--- src/rtl/fetch_queue.sv ---
// Instruction fetch queue: issues one memory read at a time and buffers
// returned words with their addresses in a small FIFO for the decoder.
module fetch_queue #(
  parameter int DEPTH = 2
) (
  input  logic        clk,
  input  logic        rst_n,
  input  logic [31:0] pc,
  input  logic        stall,
  input  logic        flush,
  output logic        busy,
  output logic        mem_req,
  output logic [31:0] mem_addr,
  input  logic        mem_ack,
  input  logic [31:0] mem_rdata,
  output logic        inst_valid,
  output logic [31:0] inst,
  output logic [31:0] inst_pc,
  input  logic        inst_ready
);

  localparam int PW = $clog2(DEPTH);
  localparam int CW = PW + 1;
  localparam logic [CW-1:0] FULL = CW'(DEPTH);

  typedef enum logic [1:0] {
    IDLE,
    WAIT,
    DROP
  } state_t;

  state_t          state;
  state_t          state_next;
  logic [31:0]     req_addr;
  logic [PW-1:0]   rd_ptr;
  logic [PW-1:0]   wr_ptr;
  logic [CW-1:0]   count;
  logic [31:0]     inst_mem [DEPTH];
  logic [31:0]     pc_mem   [DEPTH];
  logic            has_room;
  logic            push;
  logic            pop;

  assign has_room   = (count < FULL);
  assign mem_req    = (state == IDLE) && has_room && !stall && !flush;
  assign mem_addr   = pc;
  assign busy       = !((state == IDLE) && has_room);
  assign inst_valid = (count != '0);
  assign inst       = inst_mem[rd_ptr];
  assign inst_pc    = pc_mem[rd_ptr];

  // Flush wins over both queue operations in the same cycle.
  assign push = (state == WAIT) && mem_ack && !flush && has_room;
  assign pop  = inst_valid && inst_ready && !flush;

  always_comb begin
    state_next = state;
    case (state)
      IDLE: if (mem_req) state_next = WAIT;
      WAIT: begin
        if (flush) state_next = mem_ack ? IDLE : DROP;
        else if (mem_ack) state_next = IDLE;
      end
      DROP: if (mem_ack) state_next = IDLE;
      default: state_next = IDLE;
    endcase
  end

  always_ff @(posedge clk or negedge rst_n) begin
    if (!rst_n) begin
      state    <= IDLE;
      req_addr <= '0;
    end else begin
      state <= state_next;
      if (mem_req) req_addr <= pc;
    end
  end

  always_ff @(posedge clk or negedge rst_n) begin
    if (!rst_n) begin
      count  <= '0;
      rd_ptr <= '0;
      wr_ptr <= '0;
    end else if (flush) begin
      count  <= '0;
      rd_ptr <= '0;
      wr_ptr <= '0;
    end else begin
      if (push) wr_ptr <= wr_ptr + 1'b1;
      if (pop)  rd_ptr <= rd_ptr + 1'b1;
      case ({push, pop})
        2'b10:   count <= count + 1'b1;
        2'b01:   count <= count - 1'b1;
        default: count <= count;
      endcase
    end
  end

  // Entry storage is cleared on reset so the head outputs read zero.
  always_ff @(posedge clk or negedge rst_n) begin
    if (!rst_n) begin
      for (int i = 0; i < DEPTH; i++) begin
        inst_mem[i] <= '0;
        pc_mem[i]   <= '0;
      end
    end else if (push) begin
      inst_mem[wr_ptr] <= mem_rdata;
      pc_mem[wr_ptr]   <= req_addr;
    end
  end

endmodule

--- config.mk ---
export PLATFORM = sky130hd
export DESIGN_NAME = fetch_queue
export DESIGN_NICKNAME = d
export VERILOG_FILES = /design/src/rtl/fetch_queue.sv
export SDC_FILE = /design/constraint.sdc
export NUM_CORES = 1
export LEC_CHECK = 0
export BUFFER_PORTS_ARGS = -buffer_cell sky130_fd_sc_hd__buf_2
export CAP_MARGIN = 20
export CORE_UTILIZATION = 35
export CTS_BUF_LIST = sky130_fd_sc_hd__clkbuf_4
export CTS_CLUSTER_SIZE = 14
export DETAILED_ROUTE_END_ITERATION = 12
export PLACE_DENSITY_LB_ADDON = 0.1
export SYNTH_ARGS = -nofsm -noshare
export SYNTH_HDL_FRONTEND = slang
export SYNTH_SLANG_ARGS = --single-unit
--- constraint.sdc ---
create_clock -name clk -period 1.7 [get_ports clk]
set_input_delay 0.17 -clock clk [delete_from_list [all_inputs] [get_ports clk]]
set_output_delay 0.17 -clock clk [all_outputs]
set_load 0.005 [all_outputs]
==> impl_metrics.yaml, run 1 <==
run_status:
  outcome: "complete, but fails checks"
  violations: "setup timing"
worst_setup_path:
  crit_type: "register to output port"
  r2r-end: "req_addr[4]"
  path_buf_inv: 3
  required_ns: 1.53
  startpoint_type: "register"
  r2r_cells: 7
  critical_path.startpoint: "state[1]"
  cp_slowest_cell: "dfrtp_1"
  reg2reg_slack_ns: -0.45
  r2r-start: "state[1]"
  cpPeakStageDelay_ns: 0.41
  critical_path_arrival_ns: 2.01
  end_kind: "output port"
  crit_family: "simple AND/OR/NAND/NOR gates"
  crit_top_cell: "or3_4"
  path_max_fanout: 2
  cp-endpoint: "mem_req"
  crit_chain: "or3_4, or3_4, buf_12, inv_2, buf_2"
  cp.depth: 5
timing:
  timing.setup.tns_ns: -67.06
  tightest_slew_ns: 0.389
  fin_worst_skew_ns: 0.0122
  slew_headroom_pct: 74.0
  setup_slack_ns: -0.477
  fmax_ghz: 0.459
  setup-violations-final: 227
  rsz0062_at_grt: "true"
  post-route-period-util_pct: 128
  slew_violations: 0
  finalCriticalPeriod_ns: 2.18
  final_hold_viol_count: 0
clocking:
  clock_latency_ns: 0.54
  clockRootBuffer: "clkbuf_4"
  numCtsBuffers: 17
  cts_buffer_depth: 2
  clk_pin_slew_ns: 0.14
  h-tree-depth: 4
  clock_sinks: 166
  cts_tree: "done"
synthesis:
  synth_cells: 473
  yosysWarnings: 0
  ys_types: 27
  synth_area_mm2: 0.00737
  syn_avg_cell_area_um2: 15.6
  async_reset_ff_share_pct: 100
  synth_flop_cell: "dfrtp_1"
  synth_edf_count: 0
  seq_area_frac_synth_pct: 56.4
  synth-seq-cells: 166
  syn_nets: 543
grt:
  grt_pass1_wl_um: 28400
  grt_pass1_vias: 5077
  grt.overflow.total: 0
  antenna_found_initial: 1
  grt_start_max_net_pins: 55
  grt.total_usage_pct: 17.5
layout:
  postLayoutCoreUtil_pct: 52.0
  layout_common_cells: "165 x dfrtp_1, 133 x mux2_2, 104 x buf_2"
  syn2layout_area_growth_pct: 44.1
  nets: 789
  fin_cells: 1003
  final_area_mm2: 0.0106
  layout_commonest_cell: "dfrtp_1"
  drive_above_1_share_pct: 65.2
detailed_routing:
  wl_met2_um: 8880
  highest_layer: "met4"
  antenna_left: 0
  drt-pass1-iter-count: 4
  routed-via-count: 4681
  m1WireLength_um: 8380
  drcViolationCount: 0
  via_per_inst: 4.67
  drt-total-wl_um: 18200
  routedWlPerCell_um: 18.1
  drt_iter0_markers: 147
  dr_wl_met3_um: 692
power_and_ir_drop:
  combPwrFrac_pct: 36.6
  p_clk_share_pct: 19.7
  p_total_w: 0.0129
  p_leak_nw: 5.16
  seqPwrFrac_pct: 43.7
  p_sw_w: 0.00337
  cellPowerDensity_mw_per_mm2: 1210
  ir_worst_vdd_mv: 0.490
  switching_share_pct: 26.1
  p_int_w: 0.00953
min_path:
  min_path_type: "input port to async pin"
floorplan:
  coreArea_mm2: 0.0204
  initial_core_util_pct: 36.1
  std_cell_rows: 52
  pin_count: 169
  die_y_um: 147
  die_w_um: 147
  dieArea_mm2: 0.0216
placed_design:
  port_buffers: 168
  gp_congestion: 0.732
  placed_cells: 870
  dp_hpwl_um: 10100
  placedInstanceArea_mm2: 0.00836
flow_run:
  drv_cap: 0
[cells in the mapped netlist, types with 2 or more instances]
library cell / number / area share (%)
a21oi_1: 3 / 0.20
buf_12: 3 / 0.82
buf_2: 7 / 0.48
buf_4: 38 / 3.9
clkbuf_1: 8 / 0.41
dfrtp_1: 166 / 56
inv_1: 3 / 0.15
mux2_2: 196 / 30
mux2_4: 28 / 5.7
nor2_1: 2 / 0.10
o21ai_0: 3 / 0.20
[sequential cells by signal (all words and copies together), names as in the netlist]
name and flops:
rd_ptr 1, pc_mem 64, inst_mem 64, req_addr 32, wr_ptr 1, state 2, count 2
[repair_timing]
item	CTS	global route
hold endpoints to repair	267	0
setup endpoints to repair	227	229
cloned	14	0
resized for setup	69	94
pin swaps	4	1
buffers inserted	17	3
hold buffers	69	0
[metrics by stage]
step                      hold WS, ns  worst slack [ns]
after global routing           0.0349            -0.613
after detailed placement        0.104            -0.270
after floorplan                -0.126           -0.0918
after CTS                      0.0274            -0.522
after global placement          0.103            -0.230
final                          0.0630            -0.477
[power groups by stage]
stage / clock [W] / sequential (W) / combinational, W
floorplan: 0 / 0.00547 / 0.00202
global placement: 0 / 0.00558 / 0.00310
detailed placement: 0 / 0.00568 / 0.00317
CTS: 0.00263 / 0.00560 / 0.00390
global route: 0.00282 / 0.00578 / 0.00506
finish: 0.00254 / 0.00564 / 0.00472
[cell type report]
| class | count | area, µm² |
|---|---|---|
| antenna | 1 | 2.50 |
| fill | 1765 | 9810 |
| sequential | 166 | 4160 |
| tap | 270 | 338 |
| multi-input combinational | 247 | 3030 |
| inverter | 3 | 11.3 |
| clock buffer | 18 | 135 |
| timing repair buffer | 284 | 2760 |
| clock inverter | 14 | 184 |
[how the worst min path moves through the flow]
stage,startpoint,end,slack [ns]
CTS,rst_n,pc_mem[49],0.03
detailed placement,rst_n,pc_mem[49],0.10
floorplan,rst_n,count[0],-0.13
global placement,rst_n,pc_mem[17],0.10
global route,rst_n,pc_mem[49],0.03
finish,rst_n,pc_mem[49],0.06
[kinds of logic (layout without fill, tap and decap cells)]
logic type / count (synthesis) / count (layout) / share of synthesized area, %
XOR/XNOR: 1 / 1 / 0.119
flip-flops: 166 / 166 / 56.4
other: 0 / 1 / 0
multiplexers: 224 / 224 / 35.7
AND/OR/NAND/NOR: 14 / 14 / 1.34
buffers and inverters: 60 / 319 / 5.88
AO/OA/AOI/OAI: 8 / 8 / 0.628
[routing by layer]
layer  track usage, %  vias to the layer above
met4             4.54                        0
met3             4.25                       15
met1             23.6                     2396
li1                 -                     2161
met5                0                        -
met2             28.1                      109
(Power assumes the default switching activity.)
==> inputs of run 2 (changes only) <==
clock period = 2.2 ns   (was 1.7 ns; I/O delays follow)
==> run 2 against run 1 <==
Compared with the run above: the flow now finishes without violations; clock power fell by 30%; combinational power fell by 47%; sequential share of layout area rose by 5.3 points; sequential power fell by 24%; flip-flop and latch count did not move; via count fell by 4.3%; hold slack improved by 0.14 ns; critical path type unchanged; critical endpoint unchanged; largest power group unchanged; highest routed layer unchanged.
==> impl_metrics.yaml, run 2 (synthesis gave the netlist of run 1 again) <==
layout:
  fill_cells: 1896
  multi_input_area_mm2: 0.00279
  drive_above_1_share_pct: 64.0
  layout_common_cells: "196 x mux2_2, 167 x buf_2, 165 x dfrtp_1"
  regArea_mm2: 0.00416
  reg_top3: "inst_mem (64), pc_mem (64), req_addr (32)"
  syn2layout_area_growth_pct: 27.0
  nets: 759
  layout_commonest_cell: "mux2_2"
grt:
  grt_pass1_wl_um: 25300
  grt.total_usage_pct: 15.1
  grt.overflow.total: 0
  grt_pass1_vias: 4845
  antenna_found_initial: 1
  grt_start_max_net_pins: 60
worst_setup_path:
  end_kind: "output port"
  path_buf_inv: 2
  path_max_fanout: 3
  crit_top_cell: "or3_4"
  startpoint_type: "register"
  cpPeakStageDelay_ns: 0.41
  required_ns: 1.98
  cp_slowest_cell: "dfrtp_1"
  crit_type: "register to output port"
  critical_path_arrival_ns: 1.85
  crit_chain: "or3_4, or3_4, inv_2, buf_2"
  crit_family: "simple AND/OR/NAND/NOR gates"
timing:
  slew_headroom_pct: 61.4
  fin_worst_skew_ns: 0.0188
  slew_violations: 0
  rsz0062_at_grt: "false"
  setup-violations-final: 0
  finalCriticalPeriod_ns: 2.07
  final_hold_viol_count: 0
  post-route-period-util_pct: 94.2
  tightest_slew_ns: 0.580
  fmax_ghz: 0.483
  timing.setup.tns_ns: 0
  setup_slack_ns: 0.128
clocking:
  clock_sinks: 166
  clk_pin_slew_ns: 0.14
  cts_tree: "done"
  numCtsBuffers: 17
  cts_buffer_depth: 2
  h-tree-depth: 4
  clockRootBuffer: "clkbuf_4"
  clock_latency_ns: 0.54
floorplan:
  dieArea_mm2: 0.0216
  die_w_um: 147
  pin_count: 169
  die_y_um: 147
  std_cell_rows: 52
  coreArea_mm2: 0.0204
  initial_core_util_pct: 36.1
placed_design:
  pre_cts_slack_ns: 0.265
  gp_congestion: 0.715
  dp_hpwl_um: 9780
  port_buffers: 168
power_and_ir_drop:
  seqPwrFrac_pct: 50.2
  p_leak_nw: 4.54
  p_int_w: 0.00618
  ir_worst_vdd_mv: 0.325
  cellPowerDensity_mw_per_mm2: 915
  combPwrFrac_pct: 29.1
  p_clk_share_pct: 20.7
  switching_share_pct: 27.8
  p_sw_w: 0.00238
min_path:
  min_path_type: "input port to register"
detailed_routing:
  routed-via-count: 4480
  drt-total-wl_um: 15600
  drcViolationCount: 0
  drt_iter0_markers: 89
  antenna_left: 0
  via_per_inst: 4.60
  routedWlPerCell_um: 16.0
  drt-pass1-iter-count: 4
run_status:
  outcome: "finished clean"
flow_run:
  drv_cap: 0
==> run 2: power by group through the flow <==
| stage | registers (W) | logic [W] | clock network, W |
|---|---|---|---|
| after global routing | 0.00444 | 0.00272 | 0.00200 |
| after floorplan | 0.00423 | 0.00156 | 0 |
| after CTS | 0.00431 | 0.00256 | 0.00187 |
| final | 0.00430 | 0.00249 | 0.00177 |
| after detailed placement | 0.00439 | 0.00243 | 0 |
| after global placement | 0.00431 | 0.00237 | 0 |
==> run 2: timing repair <==
| item | in CTS | in global routing |
|---|---|---|
| setup endpoints to repair | 1 | 1 |
| pin swaps | 2 | 2 |
| setup buffers | 6 | 2 |
| gates resized for setup | 5 | 1 |
| endpoints found under the hold margin | 158 | 0 |
| hold buffers | 68 | 0 |
==> run 2: layout make-up <==
class	count	area share (%)
repair buffers	254	19.0
flip-flops and latches	166	44.4
multi-input cells	247	29.8
clock buffers	17	1.36
well taps	270	3.61
inverters	3	0.120
diodes	2	0.0535
clock inverters	15	1.64
==> run 2: worst min-delay path: cells and delay by family <==
kind	cells	cell delay, ns
AOI/OAI and AO/OA	1	0.10
buffers and inverters	2	0.27
and+or+nand+nor	1	0.13
==> run 2: metal layers <==
layer | vias to the layer above | routed length, µm | GRT usage (%)
met4 | 0 | 176 | 4.95
met5 | - | 0 | 0
met2 | 102 | 7790 | 25.1
met1 | 2289 | 7020 | 19.0
met3 | 12 | 636 | 4.07
li1 | 2077 | - | -
==> run 2: path summary, 6_finish.rpt <==
| check | start | slack (ns) | endpoint | depth (start not counted) |
|---|---|---|---|---|
| hold / removal | stall | 0.21 | state[0] | 4 |
| max in group asynchronous | rst_n | 1.32 | inst_mem[21] | 3 |
| setup reg to reg | state[1] | 0.20 | inst_mem[23] | 6 |
| setup / recovery | state[1] | 0.13 | mem_req | 4 |
| hold reg to reg | pc_mem[0] | 0.52 | pc_mem[0] | 1 |
| min in group asynchronous | rst_n | 0.22 | req_addr[17] | 2 |
==> run 2: metrics by stage <==
step	cell area, µm²	hold slack (ns)	utilization, %	total power, W	std cells
after detailed placement	8330	0.251	40.8	0.00681	865
after global routing	9360	0.139	45.8	0.00916	974
final	9360	0.206	45.8	0.00856	974
after floorplan	7370	-0.0756	-	0.00579	473
after CTS	9350	0.179	45.8	0.00873	971
after global placement	8330	0.240	40.8	0.00668	865
==> inputs of run 3 (changes only) <==
CORE_UTILIZATION = 56   (was 35)
CTS_CLUSTER_SIZE = unset   (was 14)
==> run 3 against run 2 <==
Compared with the run above: via count increased by 0.87%; flip-flop and latch count unchanged; wire length down 3.9%; critical path depth unchanged; sequential power about the same; final cell count is 10% lower.
==> impl_metrics.yaml, run 3 (synthesis gave the netlist of run 1 again) <==
timing:
  slew_violations: 0
  fin_worst_skew_ns: 0.0160
  post-route-period-util_pct: 96.6
  fmax_ghz: 0.471
  rsz0062_at_grt: "true"
  final_hold_viol_count: 0
  timing.setup.tns_ns: 0
  slew_headroom_pct: 60.9
  setup-violations-final: 0
  finalCriticalPeriod_ns: 2.12
  tightest_slew_ns: 0.587
  setup_slack_ns: 0.0756
power_and_ir_drop:
  cellPowerDensity_mw_per_mm2: 898
  ir_worst_vdd_mv: 0.528
  p_leak_nw: 4.52
detailed_routing:
  routedWlPerCell_um: 17.2
  drt-pass1-iter-count: 6
  via_per_inst: 5.18
  drt-total-wl_um: 15000
  routed-via-count: 4519
  antenna_left: 0
  drt_iter0_markers: 140
  drcViolationCount: 0
clocking:
  clock_sinks: 166
  numCtsBuffers: 17
  h-tree-depth: 4
  clockRootBuffer: "clkbuf_4"
  cts_tree: "done"
  cts_buffer_depth: 2
  clock_latency_ns: 0.55
  clk_pin_slew_ns: 0.11
worst_setup_path:
  critical_path_arrival_ns: 1.90
  crit_top_cell: "or3_4"
  path_max_fanout: 3
  path_buf_inv: 2
  startpoint_type: "register"
  crit_family: "simple AND/OR/NAND/NOR gates"
  required_ns: 1.98
  crit_chain: "or3_4, or3_4, inv_2, buf_6"
  end_kind: "output port"
  cpPeakStageDelay_ns: 0.41
  cp_slowest_cell: "or3_4"
  crit_type: "register to output port"
layout:
  layout_common_cells: "196 x mux2_2, 166 x buf_2, 165 x dfrtp_1"
  n_antenna_cell: 0
  postLayoutCoreUtil_pct: 71.8
  nets: 758
  syn2layout_area_growth_pct: 24.0
  drive_above_1_share_pct: 63.5
  reg_top3: "inst_mem (64), pc_mem (64), req_addr (32)"
  final_area_mm2: 0.00914
  layout_commonest_cell: "mux2_2"
floorplan:
  die_w_um: 117
  die_y_um: 117
  initial_core_util_pct: 57.9
  std_cell_rows: 41
  pin_count: 169
  dieArea_mm2: 0.0136
  coreArea_mm2: 0.0127
placed_design:
  placedInstanceArea_mm2: 0.00819
  pre_cts_slack_ns: 0.278
  dp_hpwl_um: 9180
  gp_congestion: 0.681
  port_buffers: 168
grt:
  grt.overflow.total: 0
  grt_pass1_wl_um: 23500
  grt_pass1_vias: 4697
  grt.total_usage_pct: 23.4
  antenna_found_initial: 1
  grt_start_max_net_pins: 61
min_path:
  min_path_type: "input port to register"
flow_run:
  drv_cap: 0
run_status:
  outcome: "finished clean"
run 3: worst register-to-register path: cells and delay by family, from the launching register on:
kind,cells,cell delay [ns]
and+or+nand+nor,2,0.80
muxes,1,0.30
DFF,1,0.40
buffers and inverters,2,0.45
run 3: timing repair:
action / in CTS / in global routing
endpoints found under the hold margin: 157 / 0
cloned: 1 / 0
setup endpoints to repair: 1 / 1
hold buffers: 67 / 0
pin swaps: 0 / 2
gates resized for setup: 2 / 1
setup buffers: 4 / 2
run 3: worst paths after layout:
| path | start | endpoint | slack, ns | cells past startpoint |
|---|---|---|---|---|
| worst max-delay path | count[1] | mem_req | 0.08 | 4 |
| worst min-delay path | inst_ready | count[1] | 0.06 | 4 |
| worst max register to register | count[1] | req_addr[2] | 0.14 | 5 |
| worst min register to register | inst_mem[62] | inst_mem[62] | 0.51 | 1 |
| max in group asynchronous | rst_n | req_addr[15] | 1.33 | 3 |
| min in group asynchronous | rst_n | pc_mem[40] | 0.19 | 2 |
run 3: routing by layer:
layer  vias to the layer above  track usage [%]  part of all wire, %  wire (µm)
li1                       2074                -                    -          -
met5                         -                0                0.087         13
met3                        21             5.92                  4.7        708
met4                         2             8.19                  1.2        180
met1                      2311             27.3                   41       6110
met2                       111             41.7                   53       8010
run 3: final cells by class:
| class | instances | area, µm² |
|---|---|---|
| flip-flops and latches | 166 | 4160 |
| fillers | 925 | 3580 |
| multi-input cells | 247 | 2790 |
| repair buffers | 253 | 1760 |
| well taps | 172 | 215 |
| clock buffers | 19 | 143 |
| clock inverters | 13 | 66.3 |
| inverters | 3 | 11.3 |
run 3: through the flow:
step | cells | hold slack, ns | power (W)
after floorplan | 473 | -0.0756 | 0.00579
after global placement | 768 | 0.228 | 0.00660
after detailed placement | 768 | 0.236 | 0.00676
after CTS | 872 | 0.00578 | 0.00829
after global routing | 873 | 0.0354 | 0.00874
final | 873 | 0.0646 | 0.00820
run 3: report_power, final:
group	internal, W	total (W)	leakage (nW)	switching, W
registers	0.00389	0.00432	2.10	0.000438
logic	0.00162	0.00247	2.31	0.000853
clock network	0.000440	0.00141	0.115	0.000968
total	0.00594	0.00820	4.52	0.00226
